`config.mk`:
```
export PLATFORM = sky130hd
export DESIGN_NAME = mux_scan_pipe
export DESIGN_NICKNAME = d
export VERILOG_FILES = /design/src/rtl/mux_pkg.sv /design/src/rtl/mux_scan_ctr.sv /design/src/rtl/mux_scan_pipe.sv
export SDC_FILE = /design/constraint.sdc
export NUM_CORES = 1
export LEC_CHECK = 0
export ABC_AREA = 1
export CAP_MARGIN = 0
export CORE_AREA = 2 2 81 83
export DETAILED_ROUTE_END_ITERATION = 7
export DIE_AREA = 0 0 83 85
export GPL_TIMING_DRIVEN = 0
export PLACE_DENSITY = 0.81
export SYNTH_ARGS = -nofsm -noshare
export SYNTH_HDL_FRONTEND = slang
export SYNTH_SLANG_ARGS = --single-unit
```
`constraint.sdc`:
```
create_clock -name clk -period 1.9 [get_ports clk]
set_input_delay 0.38 -clock clk [delete_from_list [all_inputs] [get_ports clk]]
set_output_delay 0.38 -clock clk [all_outputs]
set_load 0.01 [all_outputs]
```
`src/rtl/mux_pkg.sv`:
```
// Shared constants and mode encodings for the channel-select / auto-scan pipeline.
package mux_pkg;

  localparam int unsigned DEF_WIDTH    = 8;
  localparam int unsigned DEF_CHANNELS = 16;

  typedef enum logic {
    MODE_DIRECT = 1'b0,
    MODE_SCAN   = 1'b1
  } mode_e;

  // Select width: ceil(log2(channels)), never below one bit.
  function automatic int unsigned sel_width(input int unsigned channels);
    return (channels > 2) ? $clog2(channels) : 1;
  endfunction

endpackage

```
`src/rtl/mux_scan_ctr.sv`:
```
// Auto-scan channel counter: synchronous clear has priority, advance wraps at CHANNELS-1.
module mux_scan_ctr #(
  parameter int unsigned CHANNELS = 16,
  parameter int unsigned SEL_W    = 4
) (
  input  logic             clk,
  input  logic             rst_n,
  input  logic             clr,
  input  logic             adv,
  output logic [SEL_W-1:0] idx
);

  localparam logic [SEL_W-1:0] LAST_IDX = SEL_W'(CHANNELS - 1);

  logic [SEL_W-1:0] idx_q;
  logic [SEL_W-1:0] idx_d;

  always_comb begin
    idx_d = idx_q;
    if (clr) begin
      idx_d = '0;
    end else if (adv) begin
      idx_d = (idx_q == LAST_IDX) ? '0 : idx_q + SEL_W'(1);
    end
  end

  always_ff @(posedge clk or negedge rst_n) begin
    if (!rst_n) begin
      idx_q <= '0;
    end else begin
      idx_q <= idx_d;
    end
  end

  assign idx = idx_q;

endmodule

```
`src/rtl/mux_scan_pipe.sv`:
```
// Channel mux with direct-select or auto-scan addressing and a single-entry
// valid/ready output register.
module mux_scan_pipe
  import mux_pkg::*;
#(
  parameter int unsigned WIDTH    = DEF_WIDTH,
  parameter int unsigned CHANNELS = DEF_CHANNELS,
  localparam int unsigned SEL_W   = sel_width(CHANNELS)
) (
  input  logic                      clk,
  input  logic                      rst_n,
  input  logic                      en,
  input  logic                      mode,
  input  logic [SEL_W-1:0]          sel,
  input  logic [CHANNELS*WIDTH-1:0] din,
  input  logic                      in_valid,
  output logic                      in_ready,
  output logic                      out_valid,
  input  logic                      out_ready,
  output logic [WIDTH-1:0]          dout,
  output logic [SEL_W-1:0]          out_ch,
  output logic                      scan_wrap,
  output logic                      sel_err
);

  localparam int unsigned     SEL_SPAN = 1 << SEL_W;
  localparam logic [SEL_W-1:0] LAST_IDX = SEL_W'(CHANNELS - 1);

  logic             accept;
  logic             scan_mode;
  logic [SEL_W-1:0] scan_idx;
  logic [SEL_W-1:0] ch_idx;
  logic [WIDTH-1:0] ch_data;
  logic [SEL_SPAN-1:0] in_range;

  logic             out_valid_q, out_valid_d;
  logic [WIDTH-1:0] dout_q, dout_d;
  logic [SEL_W-1:0] out_ch_q, out_ch_d;
  logic             wrap_q, wrap_d;
  logic             err_q, err_d;

  assign scan_mode = (mode_e'(mode) == MODE_SCAN);
  assign in_ready  = en & (~out_valid_q | out_ready);
  assign accept    = in_valid & in_ready;

  mux_scan_ctr #(
    .CHANNELS (CHANNELS),
    .SEL_W    (SEL_W)
  ) u_scan_ctr (
    .clk   (clk),
    .rst_n (rst_n),
    .clr   (~scan_mode),
    .adv   (accept),
    .idx   (scan_idx)
  );

  // Table of legal select codes; codes past CHANNELS-1 read as zero data.
  always_comb begin
    in_range = '0;
    for (int unsigned i = 0; i < SEL_SPAN; i++) begin
      in_range[i] = (i < CHANNELS);
    end
  end

  always_comb begin
    ch_idx  = scan_mode ? scan_idx : sel;
    ch_data = '0;
    for (int unsigned k = 0; k < CHANNELS; k++) begin
      if (ch_idx == SEL_W'(k)) begin
        ch_data = din[k*WIDTH +: WIDTH];
      end
    end
  end

  always_comb begin
    out_valid_d = out_valid_q & ~out_ready;
    dout_d      = dout_q;
    out_ch_d    = out_ch_q;
    wrap_d      = wrap_q;
    err_d       = err_q;
    if (accept) begin
      out_valid_d = 1'b1;
      dout_d      = ch_data;
      out_ch_d    = ch_idx;
      wrap_d      = scan_mode & (scan_idx == LAST_IDX);
      err_d       = ~scan_mode & ~in_range[sel];
    end
  end

  always_ff @(posedge clk or negedge rst_n) begin
    if (!rst_n) begin
      out_valid_q <= 1'b0;
      dout_q      <= '0;
      out_ch_q    <= '0;
      wrap_q      <= 1'b0;
      err_q       <= 1'b0;
    end else begin
      out_valid_q <= out_valid_d;
      dout_q      <= dout_d;
      out_ch_q    <= out_ch_d;
      wrap_q      <= wrap_d;
      err_q       <= err_d;
    end
  end

  assign out_valid = out_valid_q;
  assign dout      = dout_q;
  assign out_ch    = out_ch_q;
  assign scan_wrap = wrap_q;
  assign sel_err   = err_q;

endmodule

```
==> results.md, run 1 <==
* Status: finished, violations left
* Failing checks: negative setup slack
* Die ar. at 7055 sq um
* IO buf count at 151
* Wire per inst at 14.24 um
* Share of cells above drive strength 1 at 19.89%
* Cell variety after synth at 34
* DR vias at 3036
* CTS H-tree lvls at 1
* CTS sink count at 18
* Setup ws final at -62.48 ps
* First-pass GRT wire length at 13570 um
* Crit path kind: reg2reg
* Area occupied by multi-input gates at 1642 sq um
* Max frequency at 509.6 MHz
* CP required at 2050 ps
* Largest net degree at the start of global routing at 19
* CTS Buf Count at 3
* Final setup violation count at 7
* Cells on worst reg2reg path at 14
* Cts hold-fix bufs at 0
* Clk_lat worst skew at 250 ps
* TritonCTS clock tree: built
* Total GRT Usage at 23.37%
* Final Slew Violations at 0
* Worst Path Buf+Inv at 1
* Arrival @ worst endpoint at 2110 ps
* Net Count, Synth at 506
* Cells after Synth at 367
* DP Wirelength at 6752 um
* CP max FO at 6
* Post-DP Area at 3732 sq um
* Detailed Routing Iterations Pass 1 at 7
* Top-area cell type share of the netlist area at 21.55%
* Most numerous cell in the Yosys netlist: nand2_1
* Residual DRC at 0
* Top cells by area, synth: nand2_1 22%, dfrtp_1 21%, nor2_1 9.5%, nand3_1 7.3%, inv_1 6.9%
* Leak pwr at 1.872 nW
* Final GP Congestion at 0.9448
* R2R Path End: dout[5]
* Top Family by Delay on Critical Path: simple AND/OR/NAND/NOR gates
* Die H at 85 um
* CP Launch Type: flop
* Pre-CTS setup slack at -597.3 ps
* Crit share post-route at 103.3%
* Clk buf depth at 2
* Final min period at 1962 ps
* Post-Route WL at 8897 um
* WHS at 492.9 ps
* Fill cells at 532
* Worst Hold Path EP: dout[0]
* Antenna Nets Post-Route at 0
* Least-Margin Pin Slew at 837.3 ps
* GRT overflow at 0
* I/O Pins at 154
* Synthesized area per cell at 5.789 sq um
* Kind of end point of the critical path: flop
* R2R Setup Slk at -60 ps
* Post-Syn Area at 2125 sq um
* Starting Density at 34.24%
* Share of the yosys chip area belonging to registers at 21.20%
* Worst path slowest cell: dfrtp_1
* Cell-by-cell trace of the critical path: nand2_4 > nand2_8 > buf_4 > nor2_4 > nand3_1 > nand3_2 > nor2_2 > nand4_1 > nor2_1 > nand4_1 > nor2_1 > nand4_1 > nand2_1 > nand2_1
* RSZ-0062 raised after global routing: true
* Die Wd at 83 um
* Worst hold start: dout[0]
* Final non-filler cell area at 4185 sq um
* Initial antenna violation count at 0
* Async SR Flop Fraction at 100.0%
* Worst-path clk slew at 70 ps
* Rel. slew slack at 44.01%
* Clk root buf: clkbuf_8
* EDFF count, synth at 0
* Number of vias per cell at 4.858
* Iter 0 DRT Violations at 105
* Layout Skew at 6.583 ps
* PD cells at 496.3 nW/um^2
* Vias in the first global route at 3000
* Max cap viols at 0
* Worst Hold Class: reg2reg
* Area occupied by registers at 450.4 sq um
* Post-layout util at 67.45%
* Nets at 689
* Fin. Hold Viols at 0
* Ys Warns at 0
* Placement row count at 29
* Core area at 6205 sq um
* N_diodes at 0
* CP max stage delay at 410 ps
* Hold Path Cell Cnt at 2
* Register bit total from synthesis at 18
* Commonest cells post-synth: 122 x nand2_1, 54 x nor2_1, 39 x inv_1, 31 x nand3_1
* P&R area growth vs syn at 97.00%
* Maximum vdd drop at 436.0 uV
* TNS Setup at -176.8 ps
* Area leader, netlist: nand2_1
* FF-to-FF Start: u_scan_ctr.idx[1]
* Cell mode on critical path: nand4_1
* Dominant synthesized flop cell: dfrtp_1
## worst min-delay path: stages, from the launching register on
cell	delay, ps
dfrtp_1	350
nand2_1	60
nand2_1	60
## layout by cell type, fill, tap and decap left out, drive strengths merged
cell type,count
buf,29
o21a,2
ha,1
inv,49
nand3,31
xor2,1
o21ai,7
clkbuf,5
clkdlybuf4s50,146
o31ai,1
dlygate4sd2,5
a21oi,14
nor3,1
and3,1
nor3b,1
dfrtp,18
nand2,136
conb,1
or2,8
nand4,18
nor2,71
a22oi,1
clkinv,1
## power breakdown
| group | internal, mW | switching, mW |
|---|---|---|
| sequential | 0.461 | 0.0543 |
| combinational | 0.677 | 0.620 |
| clock | 0.141 | 0.123 |
| total | 1.28 | 0.798 |
## cell type report
type / count / area share [%]
tap: 77 / 2.302
sequential: 18 / 10.76
multi-input combinational: 295 / 39.22
clock buffer: 3 / 0.9865
inverter: 50 / 4.903
buffer: 5 / 0.8969
timing repair buffer: 177 / 40.93
## worst max path at each step
stage | from | to | slack [ps] | cells after the start
2_1_floorplan | mode | dout[0] | 130 | 14
3_3_place_gp | sel[0] | dout[4] | -550 | 16
3_5_place_dp | sel[0] | dout[2] | -600 | 18
4_1_cts | u_scan_ctr.idx[1] | dout[4] | -30 | 14
5_1_grt | u_scan_ctr.idx[0] | dout[5] | -180 | 15
6_report | u_scan_ctr.idx[1] | dout[5] | -60 | 14
## state kept, by name, indices dropped and copies added, names as in the netlist
register	cells
dout	8
out_ch	4
out_valid	1
scan_wrap	1
u_scan_ctr.idx	4
## cell families after synthesis
group,count (synthesis),share of synthesized area [%]
AO/OA/AOI/OAI,25,6.537
XOR/XNOR,1,0.4123
flip-flops,18,21.20
buffers and inverters,55,10.95
AND/OR/NAND/NOR,266,60.13
adder cells (fa/ha/maj),1,0.5888
other,1,0.1765
## stage by stage
stage / power [mW] / cells
after floorplan: 1.010 / 367
after global placement: 1.566 / 595
after detailed placement: 1.582 / 595
after CTS: 1.981 / 616
after global routing: 2.206 / 625
final: 2.077 / 625
## repair_timing
action / 4_1_cts / 5_1_grt
pin swaps: 28 / 29
endpoints found under the setup margin: 9 / 8
cloned: 1 / 1
gates resized for setup: 35 / 24
buffers inserted: 17 / 8
endpoints found under the hold margin: 0 / 0
## metal layers
layer / global-route usage [%] / wire, um / up-vias
met4: 7.154 / 193 / 0
met2: 43.62 / 4512 / 138
met1: 27.73 / 3551 / 1371
li1: - / - / 1513
met5: 0 / 0 / -
met3: 3.210 / 640 / 14
Note: power is estimated with default switching activity, not from simulation.
==> inputs of run 2 (changes only) <==
--- a/config.mk
+++ b/config.mk
@@ -8,6 +8,7 @@
 export ABC_AREA = 1
 export CAP_MARGIN = 0
 export CORE_AREA = 2 2 81 83
+export CTS_CLUSTER_DIAMETER = 60
 export DETAILED_ROUTE_END_ITERATION = 7
 export DIE_AREA = 0 0 83 85
 export GPL_TIMING_DRIVEN = 0
==> results of run 2 <==
No change in the layout: final DEF, timing and power equal those of run 1.
